<file path="config.mk">
export PLATFORM = sky130hd
export DESIGN_NAME = uart_sample_capture
export DESIGN_NICKNAME = d
export VERILOG_FILES = /design/src/rtl/fir_capture_pkg.sv /design/src/rtl/capture_timeout.sv /design/src/rtl/uart_sample_capture.sv
export SDC_FILE = /design/constraint.sdc
export NUM_CORES = 1
export LEC_CHECK = 0
export ABC_CLOCK_PERIOD_IN_PS = 1700
export CAP_MARGIN = 30
export CORE_MARGIN = 4
export CORE_UTILIZATION = 25
export CTS_CLUSTER_SIZE = 8
export DETAILED_ROUTE_END_ITERATION = 6
export PLACE_DENSITY_LB_ADDON = 0.08
export SLEW_MARGIN = 10
export SYNTH_ARGS = -nofsm -noshare
export SYNTH_HDL_FRONTEND = slang
export SYNTH_SLANG_ARGS = --single-unit
</file>
<file path="constraint.sdc">
create_clock -name i_clk -period 1.7 [get_ports i_clk]
set_input_delay 0.34 -clock i_clk [delete_from_list [all_inputs] [get_ports i_clk]]
set_output_delay 0.34 -clock i_clk [all_outputs]
set_load 0.02 [all_outputs]
</file>
<file path="src/rtl/fir_capture_pkg.sv">
// fir_capture_pkg: shared state encoding and sample geometry for the capture path.
package fir_capture_pkg;
  localparam int SAMPLE_WIDTH     = 16;
  localparam int BYTES_PER_SAMPLE = 2;
  typedef enum logic [2:0] {
    IDLE     = 3'd0,
    WAIT_LSB = 3'd1,
    WAIT_MSB = 3'd2,
    WRITE    = 3'd3,
    DONE     = 3'd4
  } state_e;
endpackage

</file>
<file path="src/rtl/capture_timeout.sv">
// capture_timeout: clear/enable up-counter flagging when it sits at LIMIT-1.
module capture_timeout #(
  parameter int LIMIT = 25000
) (
  input  logic i_clk,
  input  logic i_rstn,
  input  logic i_clr,
  input  logic i_en,
  output logic o_tc
);
  localparam int W = $clog2(LIMIT);
  logic [W-1:0] cnt_q, cnt_d;
  always_comb cnt_d = i_clr ? '0 : i_en ? cnt_q + 1'b1 : cnt_q;
  always_ff @(posedge i_clk or negedge i_rstn)
    if (!i_rstn) cnt_q <= '0;
    else cnt_q <= cnt_d;
  assign o_tc = cnt_q == W'(LIMIT - 1);
endmodule

</file>
<file path="src/rtl/uart_sample_capture.sv">
// uart_sample_capture: packs UART byte pairs (LSB first) into 16-bit samples written to BRAM.
// Define SAMPLE_CAPTURE_TIMEOUT_EN to discard a half sample whose MSB never arrives.
module uart_sample_capture
  import fir_capture_pkg::*;
#(
  parameter int DEPTH        = 256,
  parameter int ADDR_WIDTH   = 8,
  parameter int TIMEOUT_CLKS = 25000
) (
  input  logic                    i_clk,
  input  logic                    i_rstn,
  input  logic                    i_start,
  input  logic                    i_rxdatval,
  input  logic [7:0]              i_rxbyte,
  output logic                    o_wen,
  output logic [ADDR_WIDTH-1:0]   o_waddr,
  output logic [SAMPLE_WIDTH-1:0] o_wdata,
  output logic                    o_busy,
  output logic                    o_done,
  output logic                    o_timeout_err
);
  if ((64'd1 << ADDR_WIDTH) < 64'(DEPTH) || TIMEOUT_CLKS < 2) begin : g_bad_params
    $error("uart_sample_capture: ADDR_WIDTH too small for DEPTH or TIMEOUT_CLKS < 2");
  end
  state_e                  state_q, state_d;
  logic [ADDR_WIDTH-1:0]   addr_q, addr_d, waddr_q, waddr_d;
  logic [7:0]              lsb_q, lsb_d;
  logic [SAMPLE_WIDTH-1:0] wdata_q, wdata_d;
  logic                    wen_q, wen_d, busy_q, busy_d, done_q, done_d, err_q, err_d;
  logic                    tmo_tc;
`ifdef SAMPLE_CAPTURE_TIMEOUT_EN
  capture_timeout #(.LIMIT(TIMEOUT_CLKS)) u_timeout (
    .i_clk  (i_clk),
    .i_rstn (i_rstn),
    .i_clr  (state_q == WAIT_LSB && i_rxdatval),
    .i_en   (state_q == WAIT_MSB && !i_rxdatval),
    .o_tc   (tmo_tc)
  );
`else
  assign tmo_tc = 1'b0;
`endif
  always_comb begin
    state_d = state_q;
    addr_d  = addr_q;
    lsb_d   = lsb_q;
    waddr_d = waddr_q;
    wdata_d = wdata_q;
    err_d   = 1'b0;
    case (state_q)
      IDLE: if (i_start) begin
        addr_d  = '0;
        state_d = WAIT_LSB;
      end
      WAIT_LSB: if (i_rxdatval) begin
        lsb_d   = i_rxbyte;
        state_d = WAIT_MSB;
      end
      WAIT_MSB: if (i_rxdatval) begin
        wdata_d = {i_rxbyte, lsb_q};
        waddr_d = addr_q;
        state_d = WRITE;
      end else if (tmo_tc) begin
        err_d   = 1'b1;
        state_d = WAIT_LSB;
      end
      WRITE: begin
        state_d = addr_q == ADDR_WIDTH'(DEPTH - 1) ? DONE : WAIT_LSB;
        addr_d  = addr_q == ADDR_WIDTH'(DEPTH - 1) ? addr_q : addr_q + 1'b1;
      end
      default: state_d = IDLE;
    endcase
    wen_d  = state_d == WRITE;
    done_d = state_d == DONE;
    busy_d = state_d == WAIT_LSB || state_d == WAIT_MSB || state_d == WRITE;
  end
  always_ff @(posedge i_clk or negedge i_rstn)
    if (!i_rstn) begin
      state_q <= IDLE;
      addr_q  <= '0;
      lsb_q   <= '0;
      waddr_q <= '0;
      wdata_q <= '0;
      wen_q   <= 1'b0;
      busy_q  <= 1'b0;
      done_q  <= 1'b0;
      err_q   <= 1'b0;
    end else begin
      state_q <= state_d;
      addr_q  <= addr_d;
      lsb_q   <= lsb_d;
      waddr_q <= waddr_d;
      wdata_q <= wdata_d;
      wen_q   <= wen_d;
      busy_q  <= busy_d;
      done_q  <= done_d;
      err_q   <= err_d;
    end
  assign o_wen         = wen_q;
  assign o_waddr       = waddr_q;
  assign o_wdata       = wdata_q;
  assign o_busy        = busy_q;
  assign o_done        = done_q;
  assign o_timeout_err = err_q;
endmodule

</file>
==> results of run 1 <==
## cells in the final DEF, fill, tap and decap left out, types with 3 or more instances in the layout
cell type and count:
buf_4 6, clkbuf_8 8, clkdlybuf4s50_1 37, dfrtp_1 46, mux2_2 33, mux2i_1 3
nand2_1 8, nand3_1 4, nor2_1 4
## metal layers
layer / global-route usage (%) / vias up / wire [um] / part of all wire [%]
met5: 0 / - / 0 / 0
met4: 3.555 / 0 / 59 / 1.5
met3: 2.737 / 7 / 147 / 3.9
met1: 11.50 / 609 / 1687 / 44
met2: 15.75 / 28 / 1921 / 50
li1: - / 583 / - / -
## per-stage QoR
step / area, sq um / power, mW
after floorplan: 1929 / 2.759
after global placement: 2441 / 3.479
after detailed placement: 2441 / 3.528
after CTS: 2561 / 4.319
after global routing: 2561 / 4.521
final: 2561 / 4.227
## registers in the layout (all words and copies together), names as in the netlist
signal   count
state_q      3
o_wen        1
o_waddr      8
addr_q       8
o_done       1
o_wdata     16
lsb_q        8
o_busy       1
## cell families (layout without fill, tap and decap cells)
kind of cell | Yosys count | after routing | share of synthesized area (%)
simple gates | 33 | 33 | 9.728
compound gates | 11 | 11 | 4.540
flops | 46 | 46 | 59.66
xor+xnor | 1 | 1 | 0.4540
buf+inv | 9 | 56 | 3.955
fa+ha+maj | 1 | 1 | 0.6484
other cells | 1 | 1 | 0.1944
mux | 36 | 36 | 20.82
## path summary, 6_finish.rpt
kind | to | slack [ns] | cells after the start
min in group asynchronous | o_wdata[8] | 0.58 | 2
max in group asynchronous | o_waddr[0] | 0.61 | 3
hold / removal | lsb_q[2] | 0.51 | 1
setup / recovery | o_waddr[2] | 0.09 | 1
hold reg to reg | lsb_q[2] | 0.51 | 1
setup reg to reg | addr_q[1] | 0.18 | 4
## final cells by class
cell class                      count  area share (%)
Clock buffer                        8           4.299
Inverter                            1          0.1466
Multi-Input combinational cell     83           27.41
Tap cell                           99           4.836
Sequential cell                    46           44.94
Timing Repair Buffer               47           18.37
## power groups by stage
stage / Combinational, mW / Sequential, mW / Clock [mW]
2_1_floorplan: 0.712 / 2.05 / 0
3_3_place_gp: 1.70 / 1.78 / 0
3_5_place_dp: 1.72 / 1.81 / 0
4_1_cts: 1.73 / 1.79 / 0.800
5_1_grt: 1.84 / 1.85 / 0.835
6_report: 1.69 / 1.78 / 0.760
## what timing repair did
action	in CTS	in global routing
setup buffers	0	0
hold endpoints to repair	10	0
hold buffers	1	0
==> qor.txt, run 1 <==
Period utilization -> 94.87%
Clk Tree Root Cell -> clkbuf_8
CTS sink count -> 46
Crit path max-delay cell type -> clkdlybuf4s50_1
Nature of the critical path endpoint -> output port
Num CTS Buffers -> 5
Synthesized instance count -> 138
Final setup fails -> 0
DR vias -> 1227
CTS tree -> built
Vias/cell -> 4.320
Final WL -> 3815 um
Critical Path, Cell by Cell -> clkdlybuf4s50_1
Critical path peak fanout -> 2
Die ar. -> 0.009187 sq mm
PortBufs -> 38
GP Congestion -> 0.7079
Detail Route Antenna Nets -> 0
Die Width -> 95.85 um
Sequential-to-total area share from yosys stat -> 59.66%
Initial antenna violation count -> 0
CTS clock-pin slew for the worst setup and hold paths -> 0.09 ns
Core area -> 0.007370 sq mm
Drt drc -> 0
IO Pins -> 40
Fmax -> 620.0 MHz
Final setup margin -> 0.08722 ns
Critical path arrival -> 1.27 ns
Leading area contributor after synthesis -> dfrtp_1
Hold Crit Class -> flip-flop to flip-flop
Multi-input gate area -> 701.9 sq um
Worst hold path startpoint -> lsb_q[2]
Avg Cell Area, Syn -> 13.98 sq um
Pre-CTS WS -> -0.1701 ns
CP Class -> flip-flop to output port
Worst r2r src -> addr_q[3]
Nets -> 197
Register Area -> 0.001151 sq mm
Pre-Repair DR Iteration Count -> 4
Hold WS -> 0.5071 ns
DR WL/cell -> 13.43 um
Max Slew Vio Count -> 0
Crit path max-delay family -> buffers and inverters
P_int -> 2.853 mW
Minimum clock period -> 1.613 ns
Gr ovfl total -> 0
Setup Total Neg Slack -> 0 ns
Worst EP required -> 1.36 ns
Final Hold Viols -> 0
Worst Skew -> 0.009256 ns
Clock Latency Late Sink -> 0.29 ns
Ys async rst share -> 100.0%
Synth Flop Type -> dfrtp_1
Maximum vdd drop -> 0.6659 mV
Part of the power in registers -> 42.1%
Unrepaired setup endpoints after global routing -> false
Diodes inserted -> 0
First-pass GRT wire length -> 6555 um
Fraction of layout cells with a size suffix above 1 -> 29.19%
Rows -> 31
Pwr Density -> 1651 mW/mm^2
Post-synth top area share -> 59.66%
Post-synth EDFFs -> 0
Largest cells by area after synthesis -> dfrtp_1 (60%), mux2_2 (19%), buf_6 (2.9%)
Post-DP HPWL -> 2809 um
Post-CTS sizing -> 0
Die Ht -> 95.85 um
Fill cells -> 724
Sw frac -> 32.51%
Vias in the first global route -> 1378
Area growth from synthesis to layout -> 32.75%
Post-synth top cells -> dfrtp_1 (46), mux2_2 (33), nand2_1 (8)
Mapped Nets -> 151
Dpl cells -> 275
Synth Cell Area -> 0.001929 sq mm
Finished Layout Cells -> 284
Unique masters post-synth -> 36
Clock tree buffer depth -> 2
Initial DRC Count -> 37
Final core occ -> 34.75%
MaxCap Viol Count -> 0
Seq cells post-synth -> 46
Clock share of power -> 18.0%
Synth Warn # -> 0
H-tree levels -> 2
Combinational power share -> 40.0%
Starting Density -> 26.18%
Top-count cell post-synth -> dfrtp_1
CP startpoint kind -> flip-flop
P_sw -> 1.374 mW
Crit path from -> o_waddr[2]
Gr usage total -> 9.433%
Status -> complete, no violations
Largest net degree at the start of global routing -> 28
CP max stage delay -> 0.61 ns
Critical path buffers and inverters -> 1
Leak Pwr -> 1.106 nW
No activity file was read; power rests on OpenSTA's default activity.
==> run 2, diff against run 1 <==
--- a/config.mk
+++ b/config.mk
@@ -7,12 +7,11 @@
 export LEC_CHECK = 0
 export ABC_CLOCK_PERIOD_IN_PS = 1700
 export CAP_MARGIN = 30
-export CORE_MARGIN = 4
 export CORE_UTILIZATION = 25
 export CTS_CLUSTER_SIZE = 8
 export DETAILED_ROUTE_END_ITERATION = 6
-export PLACE_DENSITY_LB_ADDON = 0.08
-export SLEW_MARGIN = 10
+export PLACE_DENSITY = 0.57
+export SLEW_MARGIN = 20
 export SYNTH_ARGS = -nofsm -noshare
 export SYNTH_HDL_FRONTEND = slang
 export SYNTH_SLANG_ARGS = --single-unit
==> qor.txt, run 2 (synthesis gave the netlist of run 1 again) <==
Area after DPL -> 0.002441 sq mm
Gr ovfl total -> 0
Initial DRC Count -> 48
Register Area -> 0.001151 sq mm
Pre-CTS WS -> -0.06600 ns
Clock share of power -> 18.2%
Worst r2r src -> state_q[2]
Clock Latency Late Sink -> 0.29 ns
Initial antenna violation count -> 0
MaxCap Viol Count -> 0
Leak Pwr -> 1.120 nW
Cell depth of the worst flop-to-flop path -> 3
Combinational power share -> 39.8%
DR vias -> 1208
Final Hold Viols -> 0
CP max stage delay -> 0.61 ns
Die Width -> 89.85 um
Pre-Repair DR Iteration Count -> 4
Gr usage total -> 9.714%
CTS sink count -> 46
Nets -> 196
Pwr Density -> 1658 mW/mm^2
Fin area -> 0.002554 sq mm
Detail Route Antenna Nets -> 0
Fraction of layout cells with a size suffix above 1 -> 29.35%
DR WL/cell -> 12.74 um
GP Congestion -> 0.6993
Clk Tree Root Cell -> clkbuf_8
First-pass GRT wire length -> 6272 um
Largest net degree at the start of global routing -> 47
Most frequent cells in the layout -> dfrtp_1 (46), clkdlybuf4s50_1 (36), mux2_2 (33), nand2_1 (8), clkbuf_8 (8)
PortBufs -> 38
Period utilization -> 94.59%
CP startpoint kind -> flip-flop
Num CTS Buffers -> 5
Critical path arrival -> 1.27 ns
H-tree levels -> 2
Crit path max-delay family -> buffers and inverters
Worst Skew -> 0.002656 ns
P_int -> 2.859 mW
Max FFs per register -> 16
Total Power Consumption -> 4.234 mW
Unrepaired setup endpoints after global routing -> false
Sw frac -> 32.48%
Setup Total Neg Slack -> 0 ns
Minimum clock period -> 1.608 ns
Commonest non-fill, non-tap cell in the layout -> dfrtp_1
Vias in the first global route -> 1226
FF-to-FF setup slack -> 0.19 ns
CTS tree -> built
Final WL -> 3606 um
Critical path buffers and inverters -> 1
Fmax -> 621.9 MHz
Final setup fails -> 0
CTS Hold Bufs -> 0
Multi-input gate area -> 701.9 sq um
Drt drc -> 0
Starting Density -> 26.18%
Nature of the critical path endpoint -> output port
Max Slew Vio Count -> 0
Final core occ -> 34.65%
Fill cells -> 740
Post-DP HPWL -> 2540 um
Reg2reg end -> o_waddr[7]
Die ar. -> 0.008073 sq mm
Core area -> 0.007370 sq mm
Vias/cell -> 4.269
Maximum vdd drop -> 0.8598 mV
CP Class -> flip-flop to output port
Area growth from synthesis to layout -> 32.36%
Rows -> 31
Critical Path, Cell by Cell -> clkdlybuf4s50_1
Part of the power in registers -> 42.0%
Diodes inserted -> 0
CTS clock-pin slew for the worst setup and hold paths -> 0.08 ns
Status -> complete, no violations
Final setup margin -> 0.09203 ns
Die Ht -> 89.85 um
P_sw -> 1.375 mW
Clock tree buffer depth -> 2
Critical path peak fanout -> 2
Hold Crit Class -> input port to asynchronous set/reset pin
Worst EP required -> 1.36 ns
IO Pins -> 40
Crit path max-delay cell type -> clkdlybuf4s50_1
run 2: changes by cell type in the layout (fill, tap and decap cells not counted), sizes merged:
cell / previous run / this run
clkdlybuf4s50: 37 / 36
dlymetal6s2s: 0 / 1
dlygate4sd3: 1 / 0
run 2: how the worst max path moves through the flow:
stage / startpoint / end / slack, ns / depth (start not counted)
detailed placement: i_rxdatval / o_waddr[4] / -0.07 / 4
CTS: o_waddr[6] / o_waddr[6] / 0.06 / 1
global route: o_waddr[2] / o_waddr[2] / 0.04 / 1
global placement: i_rxdatval / o_waddr[2] / -0.06 / 4
floorplan: state_q[2] / o_wdata[13] / 0.24 / 5
finish: o_wdata[5] / o_wdata[5] / 0.09 / 1
run 2: routing by layer:
layer  part of all wire [%]  vias up  GRT usage [%]
met3                    5.4        5          3.384
met5                      0        -              0
met4                   0.97        0          2.419
met1                     47      588          12.61
li1                       -      580              -
met2                     46       35          15.51
run 2: power groups by stage:
stage	Combinational [mW]	Clock, mW	Sequential [mW]
2_1_floorplan	0.712	0	2.05
3_3_place_gp	1.68	0	1.81
3_5_place_dp	1.72	0	1.81
4_1_cts	1.72	0.797	1.80
5_1_grt	1.82	0.834	1.86
6_report	1.68	0.770	1.78
run 2: layout make-up:
type	count	share of cell area, %
Sequential cell	46	45.08
Tap cell	99	4.851
Multi-Input combinational cell	83	27.49
Inverter	1	0.1470
Timing Repair Buffer	46	18.13
Clock buffer	8	4.312
run 2: through the flow:
| step | hold WS, ns | cells |
|---|---|---|
| 3_3_place_gp | 0.3469 | 275 |
| 5_1_grt | 0.03157 | 283 |
| 2_1_floorplan | 0.04441 | 138 |
| 3_5_place_dp | 0.3440 | 275 |
| 6_report | 0.01511 | 283 |
| 4_1_cts | 0.02255 | 283 |
run 2: timing repair:
item	CTS	global route
setup buffers	0	0
gates resized for setup	0	1
hold endpoints to repair	0	0
endpoints found under the setup margin	0	1
==> run 3, diff against run 2 <==
--- a/config.mk
+++ b/config.mk
@@ -10,6 +10,7 @@
 export CORE_UTILIZATION = 25
 export CTS_CLUSTER_SIZE = 8
 export DETAILED_ROUTE_END_ITERATION = 6
+export MAX_ROUTING_LAYER = met4
 export PLACE_DENSITY = 0.57
 export SLEW_MARGIN = 20
 export SYNTH_ARGS = -nofsm -noshare
==> qor.txt, run 3 (synthesis gave the netlist of run 1 again) <==
Die ar. -> 0.008073 sq mm
Critical Path End -> o_wdata[5]
Max Slew Vio Count -> 0
Commonest non-fill, non-tap cell in the layout -> dfrtp_1
Critical path peak fanout -> 2
Post-CTS Repair Setup Buffers -> 0
Nature of the critical path endpoint -> output port
CTS tree -> built
Fill cells -> 740
Worst Skew -> 0.003037 ns
Reg2reg end -> o_waddr[7]
Largest net degree at the start of global routing -> 47
Final core occ -> 34.65%
Starting Density -> 26.18%
Vias/cell -> 4.254
Fraction of layout cells with a size suffix above 1 -> 29.35%
Minimum clock period -> 1.607 ns
Clock tree buffer depth -> 2
GP Congestion -> 0.7069
Critical path buffers and inverters -> 1
Clock Latency Late Sink -> 0.29 ns
Vias in the first global route -> 1227
MaxCap Viol Count -> 0
Initial DRC Count -> 36
Post-DP HPWL -> 2540 um
Instance count on the critical path -> 1
Fmax -> 622.1 MHz
FF-to-FF setup slack -> 0.20 ns
Diodes inserted -> 0
Leak Pwr -> 1.120 nW
Gr usage total -> 9.998%
CP Class -> flip-flop to output port
Pre-Repair DR Iteration Count -> 3
Worst r2r src -> state_q[2]
PortBufs -> 38
Multi-input gate area -> 701.9 sq um
Rows -> 31
Worst EP required -> 1.36 ns
Crit path max-delay family -> buffers and inverters
CP max stage delay -> 0.61 ns
DR vias -> 1204
Core area -> 0.007370 sq mm
Max FFs per register -> 16
Most frequent cells in the layout -> dfrtp_1 (46), clkdlybuf4s50_1 (36), mux2_2 (33), nand2_1 (8), clkbuf_8 (8)
First-pass GRT wire length -> 6265 um
CTS Hold Bufs -> 0
Area growth from synthesis to layout -> 32.36%
Critical Path, Cell by Cell -> clkdlybuf4s50_1
IO Pins -> 40
Gr ovfl total -> 0
Nets -> 196
Pre-CTS WS -> -0.06600 ns
Die Width -> 89.85 um
Crit path max-delay cell type -> clkdlybuf4s50_1
Num CTS Buffers -> 5
Crit path from -> o_wdata[5]
Detail Route Antenna Nets -> 0
Final Hold Viols -> 0
Initial antenna violation count -> 0
Final WL -> 3612 um
Hold Crit Class -> input port to asynchronous set/reset pin
DR WL/cell -> 12.76 um
Final setup fails -> 0
Cell depth of the worst flop-to-flop path -> 3
Clk Tree Root Cell -> clkbuf_8
Unrepaired setup endpoints after global routing -> false
Die Ht -> 89.85 um
CTS sink count -> 46
Final setup margin -> 0.09263 ns
CTS clock-pin slew for the worst setup and hold paths -> 0.08 ns
Drt drc -> 0
Pwr Density -> 1658 mW/mm^2
Maximum vdd drop -> 0.8598 mV
Register Area -> 0.001151 sq mm
Status -> complete, no violations
CP startpoint kind -> flip-flop
Critical path arrival -> 1.27 ns
H-tree levels -> 2
Period utilization -> 94.55%
==> run 3: cell counts in the layout (fill, tap and decap cells not counted) <==
Identical to the previous run, type by type.
==> run 3: layout make-up <==
type,instances,share of cell area (%)
Timing Repair Buffer,46,18.13
Multi-Input combinational cell,83,27.49
Sequential cell,46,45.08
Tap cell,99,4.851
Inverter,1,0.1470
Clock buffer,8,4.312
==> run 3: repair_timing <==
item / 4_1_cts / 5_1_grt
endpoints found under the setup margin: 0 / 1
gates resized for setup: 0 / 1
endpoints found under the hold margin: 0 / 0
==> run 3: per-stage QoR <==
stage | setup TNS [ns] | total power, mW | instances | cell area [sq um] | hold WS [ns]
final | 0 | 4.235 | 283 | 2554 | 0.01514
after global routing | 0 | 4.508 | 283 | 2554 | 0.03157
after CTS | 0 | 4.313 | 283 | 2551 | 0.02255
after detailed placement | -1.581 | 3.531 | 275 | 2441 | 0.3440
after global placement | -1.100 | 3.496 | 275 | 2441 | 0.3469
after floorplan | 0 | 2.759 | 138 | 1929 | 0.04441
==> run 3: worst min path at each step <==
stage	from	endpoint
2_1_floorplan	i_rstn	addr_q[0]
3_3_place_gp	i_rstn	o_done
3_5_place_dp	i_rstn	o_done
4_1_cts	i_rstn	o_done
5_1_grt	i_rstn	addr_q[1]
6_report	i_rstn	o_done
==> run 3: metal layers <==
| metal | GRT usage, % | vias up | share of wire (%) |
|---|---|---|---|
| met5 | - | - | 0 |
| li1 | - | 580 | - |
| met4 | 2.419 | 0 | 0.86 |
| met3 | 3.130 | 5 | 4.9 |
| met2 | 15.51 | 30 | 46 |
| met1 | 12.78 | 589 | 48 |
==> run 3: power by group <==
part | total (mW) | internal [mW] | switching, mW
clock network | 0.769 | 0.411 | 0.358
logic | 1.69 | 0.937 | 0.748
registers | 1.78 | 1.51 | 0.270
